### src/rtl/slave_master_mode_ctrl.sv
// Timer trigger selection, slave-mode control (reset/gated/trigger/ext-clock) and master-mode TRGO.
// Optional macro MSM_DELAY_EN adds one register stage on the slave trigger path; TRGO timing is unaffected.
module slave_master_mode_ctrl #(
  parameter int ITR_NUM      = 4,
  parameter int CH_NUM       = 4,
  parameter int SYNC_STAGES  = 2,
  localparam int TS_W        = $clog2(ITR_NUM + 4)
) (
  input  logic              clk_i,
  input  logic              rst_i,
  input  logic [ITR_NUM-1:0] itr_i,
  input  logic              ti1_ed_i,
  input  logic              ti1fp1_i,
  input  logic              ti2fp2_i,
  input  logic              etrf_i,
  input  logic [TS_W-1:0]   ts_i,
  input  logic [2:0]        sms_i,
  input  logic [2:0]        mms_i,
  input  logic              cen_i,
  input  logic              ug_i,
  input  logic              uev_i,
  input  logic              enc_tick_i,
  input  logic [CH_NUM-1:0] ccif_i,
  input  logic [CH_NUM-1:0] ocref_i,
  output logic              cnt_tick_o,
  output logic              sm_reset_o,
  output logic              cen_set_o,
  output logic              tif_o,
  output logic              trgo_o
);

  localparam int SRC_N = 1 << TS_W;

  localparam logic [2:0] SMS_INT   = 3'b000;
  localparam logic [2:0] SMS_ENC1  = 3'b001;
  localparam logic [2:0] SMS_ENC2  = 3'b010;
  localparam logic [2:0] SMS_ENC3  = 3'b011;
  localparam logic [2:0] SMS_RESET = 3'b100;
  localparam logic [2:0] SMS_GATED = 3'b101;
  localparam logic [2:0] SMS_TRIG  = 3'b110;
  localparam logic [2:0] SMS_EXT1  = 3'b111;

  localparam logic [2:0] MMS_RESET  = 3'b000;
  localparam logic [2:0] MMS_ENABLE = 3'b001;
  localparam logic [2:0] MMS_UPDATE = 3'b010;
  localparam logic [2:0] MMS_CMPPLS = 3'b011;

  typedef enum logic [0:0] {
    ST_IDLE = 1'b0,
    ST_RUN  = 1'b1
  } state_e;

  logic [ITR_NUM-1:0] sync_q [SYNC_STAGES];
  logic [ITR_NUM-1:0] itr_sync_s;
  logic [SRC_N-1:0]   src_s;
  logic               trgi_s;
  logic               trgi_q;
  logic [TS_W-1:0]    ts_q;
  logic               ts_chg_s;
  logic               rise_s;
  logic               fall_s;
  logic [2:0]         sms_q;
  logic               sms_chg_s;

  logic               slv_rise_s;
  logic               slv_fall_s;
  logic               slv_lvl_s;

  state_e             state_q;
  state_e             state_d;
  logic               cnt_tick_q;
  logic               cnt_tick_d;
  logic               sm_reset_q;
  logic               sm_reset_d;
  logic               cen_set_q;
  logic               cen_set_d;
  logic               tif_q;
  logic               tif_d;

  logic               rst_evt_q;
  logic               rst_evt_d;
  logic               ug_q;
  logic               trgo_q;
  logic               trgo_d;
  logic [3:0]         oc_ext_s;
  logic               ccif_unused_s;

  assign ccif_unused_s = ^ccif_i;

  always_ff @(posedge clk_i) begin
    if (rst_i) begin
      for (int i = 0; i < SYNC_STAGES; i++) begin
        sync_q[i] <= {ITR_NUM{1'b0}};
      end
    end else begin
      sync_q[0] <= itr_i;
      for (int i = 1; i < SYNC_STAGES; i++) begin
        sync_q[i] <= sync_q[i-1];
      end
    end
  end

  assign itr_sync_s = sync_q[SYNC_STAGES-1];

  // Flatten every trigger source into one vector so ts_i indexes it directly; unused codes read 0.
  always_comb begin
    src_s              = {SRC_N{1'b0}};
    src_s[ITR_NUM-1:0] = itr_sync_s;
    src_s[ITR_NUM]     = ti1_ed_i;
    src_s[ITR_NUM+1]   = ti1fp1_i;
    src_s[ITR_NUM+2]   = ti2fp2_i;
    src_s[ITR_NUM+3]   = etrf_i;
  end

  assign trgi_s    = src_s[ts_i];
  assign ts_chg_s  = (ts_i != ts_q);
  assign sms_chg_s = (sms_i != sms_q);
  assign rise_s    = trgi_s & ~trgi_q & ~ts_chg_s;
  assign fall_s    = ~trgi_s & trgi_q & ~ts_chg_s;

`ifdef MSM_DELAY_EN
  logic rise_dly_q;
  logic fall_dly_q;
  logic lvl_dly_q;

  always_ff @(posedge clk_i) begin
    if (rst_i) begin
      rise_dly_q <= 1'b0;
      fall_dly_q <= 1'b0;
      lvl_dly_q  <= 1'b0;
    end else begin
      rise_dly_q <= rise_s & ~sms_chg_s;
      fall_dly_q <= fall_s & ~sms_chg_s;
      lvl_dly_q  <= trgi_q;
    end
  end

  assign slv_rise_s = rise_dly_q;
  assign slv_fall_s = fall_dly_q;
  assign slv_lvl_s  = lvl_dly_q;
`else
  assign slv_rise_s = rise_s;
  assign slv_fall_s = fall_s;
  assign slv_lvl_s  = trgi_q;
`endif

  // A slave-mode change forces IDLE and swallows every slave output for that cycle.
  always_comb begin
    state_d    = ST_IDLE;
    cnt_tick_d = 1'b0;
    sm_reset_d = 1'b0;
    cen_set_d  = 1'b0;
    tif_d      = 1'b0;
    if (sms_chg_s) begin
      state_d = ST_IDLE;
    end else begin
      case (sms_i)
        SMS_INT: begin
          cnt_tick_d = cen_i;
        end
        SMS_ENC1, SMS_ENC2, SMS_ENC3: begin
          cnt_tick_d = cen_i & enc_tick_i;
        end
        SMS_RESET: begin
          cnt_tick_d = cen_i;
          sm_reset_d = slv_rise_s;
          tif_d      = slv_rise_s;
        end
        SMS_GATED: begin
          cnt_tick_d = cen_i & slv_lvl_s;
          tif_d      = slv_rise_s | slv_fall_s;
        end
        SMS_TRIG: begin
          cnt_tick_d = cen_i;
          tif_d      = slv_rise_s;
          case (state_q)
            ST_IDLE: begin
              if (slv_rise_s) begin
                state_d   = ST_RUN;
                cen_set_d = 1'b1;
              end else begin
                state_d   = ST_IDLE;
              end
            end
            ST_RUN: begin
              if (cen_i) begin
                state_d = ST_RUN;
              end else begin
                state_d = ST_IDLE;
              end
            end
            default: begin
              state_d = ST_IDLE;
            end
          endcase
        end
        SMS_EXT1: begin
          cnt_tick_d = cen_i & slv_rise_s;
          tif_d      = slv_rise_s;
        end
        default: begin
          cnt_tick_d = 1'b0;
        end
      endcase
    end
  end

  // TRGO reset source is the undelayed slave reset so coupled timers see it with fixed latency.
  assign rst_evt_d = (sms_i == SMS_RESET) & rise_s & ~sms_chg_s;

  always_comb begin
    oc_ext_s               = 4'b0000;
    oc_ext_s[CH_NUM-1:0]   = ocref_i;
  end

  // A slave reset that follows a ug_i in the previous cycle is merged into the ug_i pulse.
  always_comb begin
    trgo_d = 1'b0;
    case (mms_i)
      MMS_RESET: begin
        trgo_d = ug_i | (rst_evt_q & ~ug_q);
      end
      MMS_ENABLE: begin
        if (sms_i == SMS_GATED) begin
          trgo_d = cen_i & trgi_q;
        end else begin
          trgo_d = cen_i;
        end
      end
      MMS_UPDATE: begin
        trgo_d = uev_i;
      end
      MMS_CMPPLS: begin
        trgo_d = ccif_i[0];
      end
      default: begin
        trgo_d = oc_ext_s[mms_i[1:0]];
      end
    endcase
  end

  always_ff @(posedge clk_i) begin
    if (rst_i) begin
      state_q    <= ST_IDLE;
      trgi_q     <= 1'b0;
      ts_q       <= {TS_W{1'b0}};
      sms_q      <= 3'b000;
      cnt_tick_q <= 1'b0;
      sm_reset_q <= 1'b0;
      cen_set_q  <= 1'b0;
      tif_q      <= 1'b0;
      rst_evt_q  <= 1'b0;
      ug_q       <= 1'b0;
      trgo_q     <= 1'b0;
    end else begin
      state_q    <= state_d;
      trgi_q     <= trgi_s;
      ts_q       <= ts_i;
      sms_q      <= sms_i;
      cnt_tick_q <= cnt_tick_d;
      sm_reset_q <= sm_reset_d;
      cen_set_q  <= cen_set_d;
      tif_q      <= tif_d;
      rst_evt_q  <= rst_evt_d;
      ug_q       <= ug_i;
      trgo_q     <= trgo_d;
    end
  end

  assign cnt_tick_o = cnt_tick_q;
  assign sm_reset_o = sm_reset_q;
  assign cen_set_o  = cen_set_q;
  assign tif_o      = tif_q;
  assign trgo_o     = trgo_q;

endmodule

### config.mk
export PLATFORM = sky130hd
export DESIGN_NAME = slave_master_mode_ctrl
export DESIGN_NICKNAME = d
export VERILOG_FILES = /design/src/rtl/slave_master_mode_ctrl.sv
export SDC_FILE = /design/constraint.sdc
export NUM_CORES = 1
export LEC_CHECK = 0
export ABC_AREA = 1
export BUFFER_PORTS_ARGS = -buffer_cell sky130_fd_sc_hd__buf_2
export CORE_MARGIN = 2
export CORE_UTILIZATION = 50
export CTS_CLUSTER_SIZE = 25
export DETAILED_ROUTE_END_ITERATION = 8
export GPL_TIMING_DRIVEN = 0
export MAX_ROUTING_LAYER = met4
export PLACE_DENSITY = 0.78
export SKIP_CTS_REPAIR_TIMING = 1
export SLEW_MARGIN = 20
export SYNTH_ARGS = -nofsm -noshare
export SYNTH_HDL_FRONTEND = slang
export SYNTH_SLANG_ARGS = --single-unit
### constraint.sdc
create_clock -name clk_i -period 2.4 [get_ports clk_i]
set_clock_uncertainty 0.2 [all_clocks]
set_input_delay 0.48 -clock clk_i [delete_from_list [all_inputs] [get_ports clk_i]]
set_output_delay 0.48 -clock clk_i [all_outputs]
set_load 0.02 [all_outputs]
-- Yosys cells after proc, flatten, opt, wreduce, memory -nomap -nowiden
Memories as Yosys holds them, arrays and structs flattened.
Index checks and enable logic that the tools add are counted.
- $add $sub $neg: 0
- $mul: 0
- div/mod/pow operators: 0
- magnitude comparators: 2
- equal/unequal tests: 12
- shifts and indexed selects: 0
- muxes and demuxes: 16
- bitwise operators: 22
- reductions and logical operators: 9
- operator list (cell ; count):
    3-bit OR reduction ; 5
    3-bit by 2-bit equality test with 1-bit output (second input constant) ; 4
    3-bit equality test (second input constant) ; 4
    1-bit AND ; 10
    1-bit 2-to-1 mux ; 8
    4-bit 2-to-1 mux ; 2
    1-bit NOT ; 8
    1-bit case mux with 4 select lines ; 2
    3-bit by 1-bit equality test with 1-bit output (second input constant) ; 2
    3-bit zero test ; 2
    3-bit != test ; 2
    3-bit by 4-bit < comparator with 1-bit output (second input constant) ; 1
    1-bit bitwise OR ; 4
    1-bit case mux with 2 select lines ; 2
    4-bit OR reduction ; 1
    1-bit binary-select mux with 3-bit select ; 1
    2-bit by 3-bit < comparator with 1-bit output (second input constant) ; 1
    1-bit binary-select mux with 2-bit select ; 1
    2-bit OR reduction ; 1
- register bits: 15
- latch bits: 0
- RAM bits: 8
- ROM bits: 0
- bits of input ports: 31
- output and inout bits: 5
- logic and storage cells: 73
- memories kept: 1
- memories (memory ; depth ; bits a word ; read ports ; clocked after memory_dff ; wr ports ; RTL line ; source):
    sync_q ; 2 ; 4 ; 2 ; 0 ; 2 ; 53 ; logic [ITR_NUM-1:0] sync_q [SYNC_STAGES];

-- Longest topological paths before layout
Gate-level depths: netlist of the first run.
- depth in word-level cells: 7
- mapped depth: 9
- gate-level depth less buffers: 9

-- Worst setup path before layout of the first run
OpenSTA, ideal clock, no wires.
- path type: in2reg
- start: in rst_i
- end: reg rst_evt_q
- library setup time: 0.064 ns
- arrival time: 1.132 ns
- data required time: 2.136 ns
- setup slack: 1.005 ns
- stages on the path: 6
- path buffers: 1
- path through: clkbuf_1 > nor2_1 > nand2_1 > nor2_1 > nand2_2 > nor2_1
- RTL lines (item ; RTL line ; source):
    start, declared ; 10 ; input logic rst_i,
    end signal, assigned ; 264 ; rst_evt_q <= rst_evt_d;
    end, declared ; 80 ; logic rst_evt_q;

-- Final worst setup path of the first run
- start: reg trgo_q, in the netlist trgo_o
- end: out trgo_o
- RTL lines (item ; RTL line ; source):
    start, declared ; 83 ; logic trgo_q;
    start signal, assigned ; 266 ; trgo_q <= trgo_d;
    end, declared ; 29 ; output logic trgo_o
No word-level cell between the ends.

==> flow_metrics.py, run 1 <==
metrics = {
    "critical_path": {
        "cp.depth": 1,
        "path_cells": "buf_2",
        "cp_slowest_cell": "dfxtp_1",
        "r2r_setup_slack_ns": 1.11,
        "critPathArrivalTime_ns": 0.79,
        "cp_slowest_stage_delay_ns": 0.33,
        "crit_buf_inv": 1,
        "crit_path_max_fanout": 1,
        "start_kind": "register",
        "end_kind": "primary output",
        "critPathTopFamily": "flip-flops",
        "path_class": "register to primary output",
        "required_ns": 1.72,
        "reg2reg_depth": 8,
    },
    "sta": {
        "hold_viol_final": 0,
        "slew_headroom": 0.6945,
        "fin_crit_sh": 0.6133,
        "period_minus_slack_ns": 1.472,
        "drv_slew": 0,
        "setup_viol": 0,
        "fmax_ghz": 0.6793,
        "setup-tns-final_ns": 0,
        "rsz0062_at_grt": "no",
        "tightest_slew_ns": 0.4582,
    },
    "job": {
        "drv_cap": 0,
    },
    "logic_synthesis": {
        "synth-compound-area-share": 0.06818,
        "syn-num-nets": 175,
        "ys_seq_area_frac": 0.4646,
        "synth_top_cells_by_area": "dfxtp_1 (46%), inv_1 (12%), nand2_1 (11%)",
        "yosysTopAreaCell": "dfxtp_1",
        "post_synth_fa_ha_maj_area_fraction": 0,
        "synthSimpleGateAreaFrac": 0.3030,
        "synth-edff-count": 0,
        "synth.most_common_cell": "inv_1",
        "synth_top_family_by_area": "simple AND/OR/NAND/NOR gates",
        "synthXorXnorAreaFrac": 0.03535,
        "ys_types": 20,
        "synth_top_area_share": 0.4646,
        "syn_area_per_cell_um2": 6.882,
        "netlist_area_um2": 991.0,
        "synth-seq-cells": 23,
        "async_reset_ff_frac": 0,
        "synth_common_cells": "inv_1 (31), nand2_1 (29), nor2_1 (27), dfxtp_1 (23), nand3_1 (9)",
        "ys.flop_type": "dfxtp_1",
        "synth.area.mux_share": 0,
        "yosys_warnings": 0,
        "synthCells": 144,
    },
    "run_status": {
        "run_status": "completed",
    },
    "hold_path": {
        "min_delay_path_depth": 3,
        "hold_path_class": "primary input to register",
    },
    "floorplan": {
        "die_y_um": 48.52,
        "ios": 36,
        "start_util": 0.5156,
        "die_w_um": 48.52,
        "fp.dieArea_mm2": 0.002354,
        "rows": 16,
        "core_mm2": 0.001922,
    },
    "power_and_ir_drop": {
        "totalPowerFinal_uw": 676.4,
        "pwr-share-clk": 0.261,
        "p_per_area_mw_per_mm2": 560.2,
        "switching_share": 0.2594,
        "pwr-share-seq": 0.595,
        "switchingPower_uw": 175.4,
        "leakagePower_nw": 0.6742,
        "comb_power_share": 0.143,
        "p_int_uw": 500.9,
        "ir_worst_vdd_mv": 0.3638,
    },
    "clocking": {
        "cts_tree": "done",
        "numCtsBuffers": 3,
        "clkSlewWorstSetupHoldPaths_ns": 0.12,
        "cts.htree.levels": 1,
        "clock-sinks": 23,
        "clockBufferDepth": 2,
        "worstSkewPairLatency_ns": 0.31,
        "cts_root_buffer": "clkbuf_4",
    },
    "placement": {
        "post-dp-hpwl_um": 1575,
        "port-buffer-count": 31,
        "routabilityCongestion": 0.8074,
    },
    "global_route": {
        "antenna_found_initial": 0,
        "grt_max_degree": 14,
        "first_global_vias": 852,
        "gr-total-overflow": 0,
        "grt_pass1_wl_um": 3401,
        "track_usage": 0.1890,
    },
    "routing": {
        "wirelength_um": 1962,
        "vias": 925,
        "first_iter_violations": 10,
        "antenna_left": 0,
        "firstDrtPassIters": 4,
        "drc_errors": 0,
        "vias_per_cell": 4.490,
        "wire_per_inst_um": 9.524,
    },
    "layout": {
        "area_growth_pct": 21.84,
        "fillCellCount": 184,
        "regArea_um2": 460.4,
        "multi_input_area_um2": 402.9,
        "antenna_cells": 0,
        "nNetsFinal": 211,
        "drive_gt1_frac": 0.2179,
    },
}
-- final cells by class --
cell class                 instances  area share
buffer                             2    0.006218
clock buffer                       3     0.01865
clock inverter                     1    0.004145
inverter                          32     0.09948
multi-input combinational         87      0.3337
sequential                        23      0.3813
tap                               27     0.02798
timing repair buffer              31      0.1285
-- worst paths after layout --
| kind | startpoint | endpoint |
|---|---|---|
| setup / recovery | trgo_o | trgo_o |
| hold / removal | itr_i[3] | sync_q[0][3] |
| setup reg to reg | ts_q[2] | rst_evt_q |
| hold reg to reg | sync_q[0][3] | sync_q[0][7] |
-- sequential cells by signal (all words and copies together), names as in the netlist --
name	flops
cen_set_o	1
cnt_tick_o	1
rst_evt_q	1
slv_lvl_s	1
sm_reset_o	1
sms_q	3
state_q	1
sync_q	8
tif_o	1
trgo_o	1
ts_q	3
ug_q	1
-- per-layer routing --
| metal | part of all wire | track usage | vias to the layer above |
|---|---|---|---|
| met2 | 0.50 | 0.3519 | 22 |
| met4 | 0.025 | 0.1000 | 0 |
| li1 | - | - | 499 |
| met5 | 0 | - | - |
| met3 | 0.034 | 0.01852 | 5 |
| met1 | 0.44 | 0.1961 | 399 |
-- stage by stage --
stage	worst slack [ns]	instance area (um^2)	hold slack (ns)	instances	utilization
after CTS	0.9101	1207	0.1401	206	0.6283
after global routing	0.8854	1207	0.1489	206	0.6283
final	0.9280	1207	0.1546	206	0.6283
after detailed placement	0.7395	1180	0.1931	202	0.6139
after floorplan	1.005	991.0	0.1883	144	-
after global placement	0.7693	1180	0.1895	202	0.6139
-- kinds of logic after synthesis --
logic type | count (synthesis)
and+or+nand+nor | 72
buffers and inverters | 34
DFF | 23
AOI/OAI and AO/OA | 11
xor gates and xnor gates | 4
-- cell usage in the layout, fill, tap and decap left out, types with 2 or more instances in the layout --
master    instances
inv_1            31
nor2_1           27
nand2_2           2
clkbuf_1          2
o21ai_0           5
nand2_1          29
clkbuf_4          3
a21oi_1           2
nand3_1           9
buf_2            31
nor3_1            2
xor2_1            3
dfxtp_1          23
-- power by group through the flow --
stage	logic, mW	registers (mW)	clock network [mW]
finish	0.0969	0.403	0.177
global route	0.111	0.405	0.195
CTS	0.0981	0.403	0.188
detailed placement	0.0976	0.412	0
global placement	0.0934	0.411	0
floorplan	0.0553	0.413	0
Note: power is estimated with default switching activity, not from simulation.
==> run 2: changes to the inputs <==
--- a/config.mk
+++ b/config.mk
@@ -5,15 +5,15 @@
 export SDC_FILE = /design/constraint.sdc
 export NUM_CORES = 1
 export LEC_CHECK = 0
-export ABC_AREA = 1
+export ABC_AREA = 0
 export BUFFER_PORTS_ARGS = -buffer_cell sky130_fd_sc_hd__buf_2
 export CORE_MARGIN = 2
-export CORE_UTILIZATION = 50
+export CORE_UTILIZATION = 42
 export CTS_CLUSTER_SIZE = 25
 export DETAILED_ROUTE_END_ITERATION = 8
 export GPL_TIMING_DRIVEN = 0
 export MAX_ROUTING_LAYER = met4
-export PLACE_DENSITY = 0.78
+export PLACE_DENSITY = 0.69
 export SKIP_CTS_REPAIR_TIMING = 1
 export SLEW_MARGIN = 20
 export SYNTH_ARGS = -nofsm -noshare
==> constraint.sdc (replaced) <==
create_clock -name clk_i -period 1.32 [get_ports clk_i]
set_clock_uncertainty 0.2 [all_clocks]
set_input_delay 0.264 -clock clk_i [delete_from_list [all_inputs] [get_ports clk_i]]
set_output_delay 0.264 -clock clk_i [all_outputs]
set_load 0.02 [all_outputs]
==> run 2 against run 1 <==
  * The run now ends with negative setup slack left
  * Sequential share of layout area shrank 3.3 points
  * Via count shrank 11%
  * Sequential power is 83% higher
  * Clock power grew 76%
  * Largest power group unchanged
  * Final cell count fell by 18%
  * Largest cell class is now multi-input combinational cells
  * Synthesized cell count down 31%
  * Die area rose by 16%
  * Register-to-register slack worse by 1.2 ns
==> flow_metrics.py, run 2 <==
metrics = {
    "clocking": {
        "clock-sinks": 23,
        "cts_root_buffer": "clkbuf_4",
        "clkSlewWorstSetupHoldPaths_ns": 0.12,
        "worstSkewPairLatency_ns": 0.30,
        "numCtsBuffers": 3,
        "cts_tree": "done",
        "clockBufferDepth": 2,
        "cts.htree.levels": 1,
    },
    "layout": {
        "drive_gt1_frac": 0.3475,
        "antenna_cells": 0,
        "final_cells": 169,
        "largestRegisters": "sync_q: 8 flops, sms_q: 3 flops, ts_q: 3 flops",
        "multi_input_area_um2": 536.8,
        "largest_reg_flops": 8,
        "layout_commonest_cell": "buf_2",
        "final_cell_area_mm2": 0.001339,
        "regArea_um2": 466.7,
        "regMostFlops": "sync_q",
        "final_util": 0.6052,
        "area_growth_pct": 36.48,
        "fillCellCount": 190,
        "layout_common_cells": "buf_2 (29), dfxtp_1 (20), nor2b_1 (18)",
        "nNetsFinal": 173,
    },
    "critical_path": {
        "path_cells": "xor2_2, nor4_4, nand3_2, nor3_2",
        "end_kind": "register",
        "required_ns": 1.36,
        "r2r-end": "cen_set_o",
        "start_kind": "register",
        "crit_path_max_fanout": 3,
        "path_class": "register to register",
        "cp_slowest_cell": "dfxtp_2",
        "cp_slowest_stage_delay_ns": 0.34,
        "rr_startpoint": "ts_q[1]",
        "reg2reg_depth": 4,
        "critPathArrivalTime_ns": 1.48,
        "r2r_setup_slack_ns": -0.12,
    },
    "routing": {
        "antenna_left": 0,
        "first_iter_violations": 3,
        "vias": 827,
        "wire_per_inst_um": 11.05,
        "firstDrtPassIters": 4,
        "drc_errors": 0,
        "wirelength_um": 1867,
        "vias_per_cell": 4.893,
    },
    "power_and_ir_drop": {
        "p_per_area_mw_per_mm2": 952.8,
        "leakagePower_nw": 0.5758,
        "ir_worst_vdd_mv": 0.7593,
    },
    "global_route": {
        "first_global_vias": 672,
        "grt_max_degree": 14,
        "track_usage": 0.1525,
        "antenna_found_initial": 0,
        "grt_pass1_wl_um": 2967,
        "gr-total-overflow": 0,
    },
    "sta": {
        "slew_headroom": 0.6809,
        "rsz0062_at_grt": "yes",
        "tightest_slew_ns": 0.4786,
        "period_minus_slack_ns": 1.437,
        "fin_crit_sh": 1.089,
        "hold_viol_final": 0,
        "drv_slew": 0,
        "setup_slack_ns": -0.1170,
        "holdWs_ns": 0.005663,
        "fmax_ghz": 0.6959,
        "setup_viol": 7,
    },
    "logic_synthesis": {
        "ys_types": 31,
        "yosys_warnings": 0,
        "ys_seq_area_frac": 0.4694,
        "syn_area_per_cell_um2": 9.809,
        "synth-seq-cells": 23,
        "synth_common_cells": "dfxtp_1 (23), nor2b_1 (18), nor2_1 (8), nand2_1 (7), xor2_1 (6)",
        "async_reset_ff_frac": 0,
        "yosysTopAreaCell": "dfxtp_1",
        "synth_top_area_share": 0.4694,
        "synth-edff-count": 0,
        "synthCells": 100,
        "ys.flop_type": "dfxtp_1",
        "synth.most_common_cell": "dfxtp_1",
        "syn-num-nets": 131,
        "synth_top_cells_by_area": "dfxtp_1 (47%), nor2b_1 (11%), xor2_1 (5.4%)",
        "netlist_area_um2": 980.9,
    },
    "placement": {
        "port-buffer-count": 28,
        "place_inst": 156,
        "routabilityCongestion": 0.7655,
        "post-dp-hpwl_um": 1417,
        "dpl_cell_area_mm2": 0.001187,
    },
    "floorplan": {
        "core_mm2": 0.002212,
        "start_util": 0.4434,
        "ios": 36,
        "fp.dieArea_mm2": 0.002738,
        "die_y_um": 52.33,
        "die_w_um": 52.33,
        "rows": 17,
    },
    "run_status": {
        "violations": "negative setup slack",
        "run_status": "finished, violations left",
    },
    "hold_path": {
        "hold_path_class": "primary input to register",
        "worstHoldStart": "mms_i[2]",
        "min_delay_path_depth": 3,
        "min_to": "trgo_o",
    },
    "job": {
        "drv_cap": 0,
    },
}
## run 2: how the worst max path moves through the flow
stage                      endpoint  cells past startpoint  slack, ns  startpoint
final                     cen_set_o                      4      -0.12     ts_q[1]
after global routing      cen_set_o                      4      -0.20     ts_q[1]
after CTS                 cen_set_o                      4      -0.12     ts_q[1]
after detailed placement      tif_o                      5      -0.24     ts_i[0]
after global placement        tif_o                      5      -0.24     ts_i[0]
after floorplan               tif_o                      5      -0.20     ts_i[0]
## run 2: stage by stage
step	setup slack [ns]	setup TNS (ns)	total power, mW
6_report	-0.1170	-0.3773	1.276
5_1_grt	-0.2047	-0.9394	1.354
3_3_place_gp	-0.2392	-2.295	0.9406
2_1_floorplan	-0.1966	-0.2193	0.8818
4_1_cts	-0.1179	-0.4722	1.263
3_5_place_dp	-0.2352	-2.677	0.9492
## run 2: critical path: cells and delay by family, from the launching register on
kind / cells / cell delay, ns
xor gates and xnor gates: 1 / 0.16
and+or+nand+nor: 3 / 0.67
DFF: 1 / 0.34
## run 2: final cells by class
| type | instances | area share |
|---|---|---|
| multi-input cells | 71 | 0.4009 |
| flip-flops and latches | 23 | 0.3486 |
| repair buffers | 37 | 0.1701 |
| plain buffers | 5 | 0.03084 |
| well taps | 28 | 0.02617 |
| clock buffers | 3 | 0.01682 |
| clock inverters | 1 | 0.003738 |
| inverters | 1 | 0.002804 |
## run 2: kinds of logic after synthesis
group,share of synthesized area
compound gates,0.08418
xor+xnor,0.05357
buf+inv,0.03188
flops,0.4694
mux,0.06887
simple gates,0.2921
## run 2: power breakdown
part           total [mW]  leakage [nW]  internal, mW  switching, mW
clock network       0.312        0.0177         0.113          0.199
logic               0.228         0.367         0.122          0.106
registers           0.736         0.191         0.723         0.0127
total                1.28         0.576         0.958          0.318
## run 2: routing by layer
| metal | vias up | GRT usage | share of wire |
|---|---|---|---|
| li1 | 423 | - | - |
| met5 | - | - | 0 |
| met4 | 0 | 0.07692 | 0.019 |
| met1 | 383 | 0.1851 | 0.43 |
| met3 | 5 | 0.03429 | 0.040 |
| met2 | 16 | 0.2375 | 0.51 |
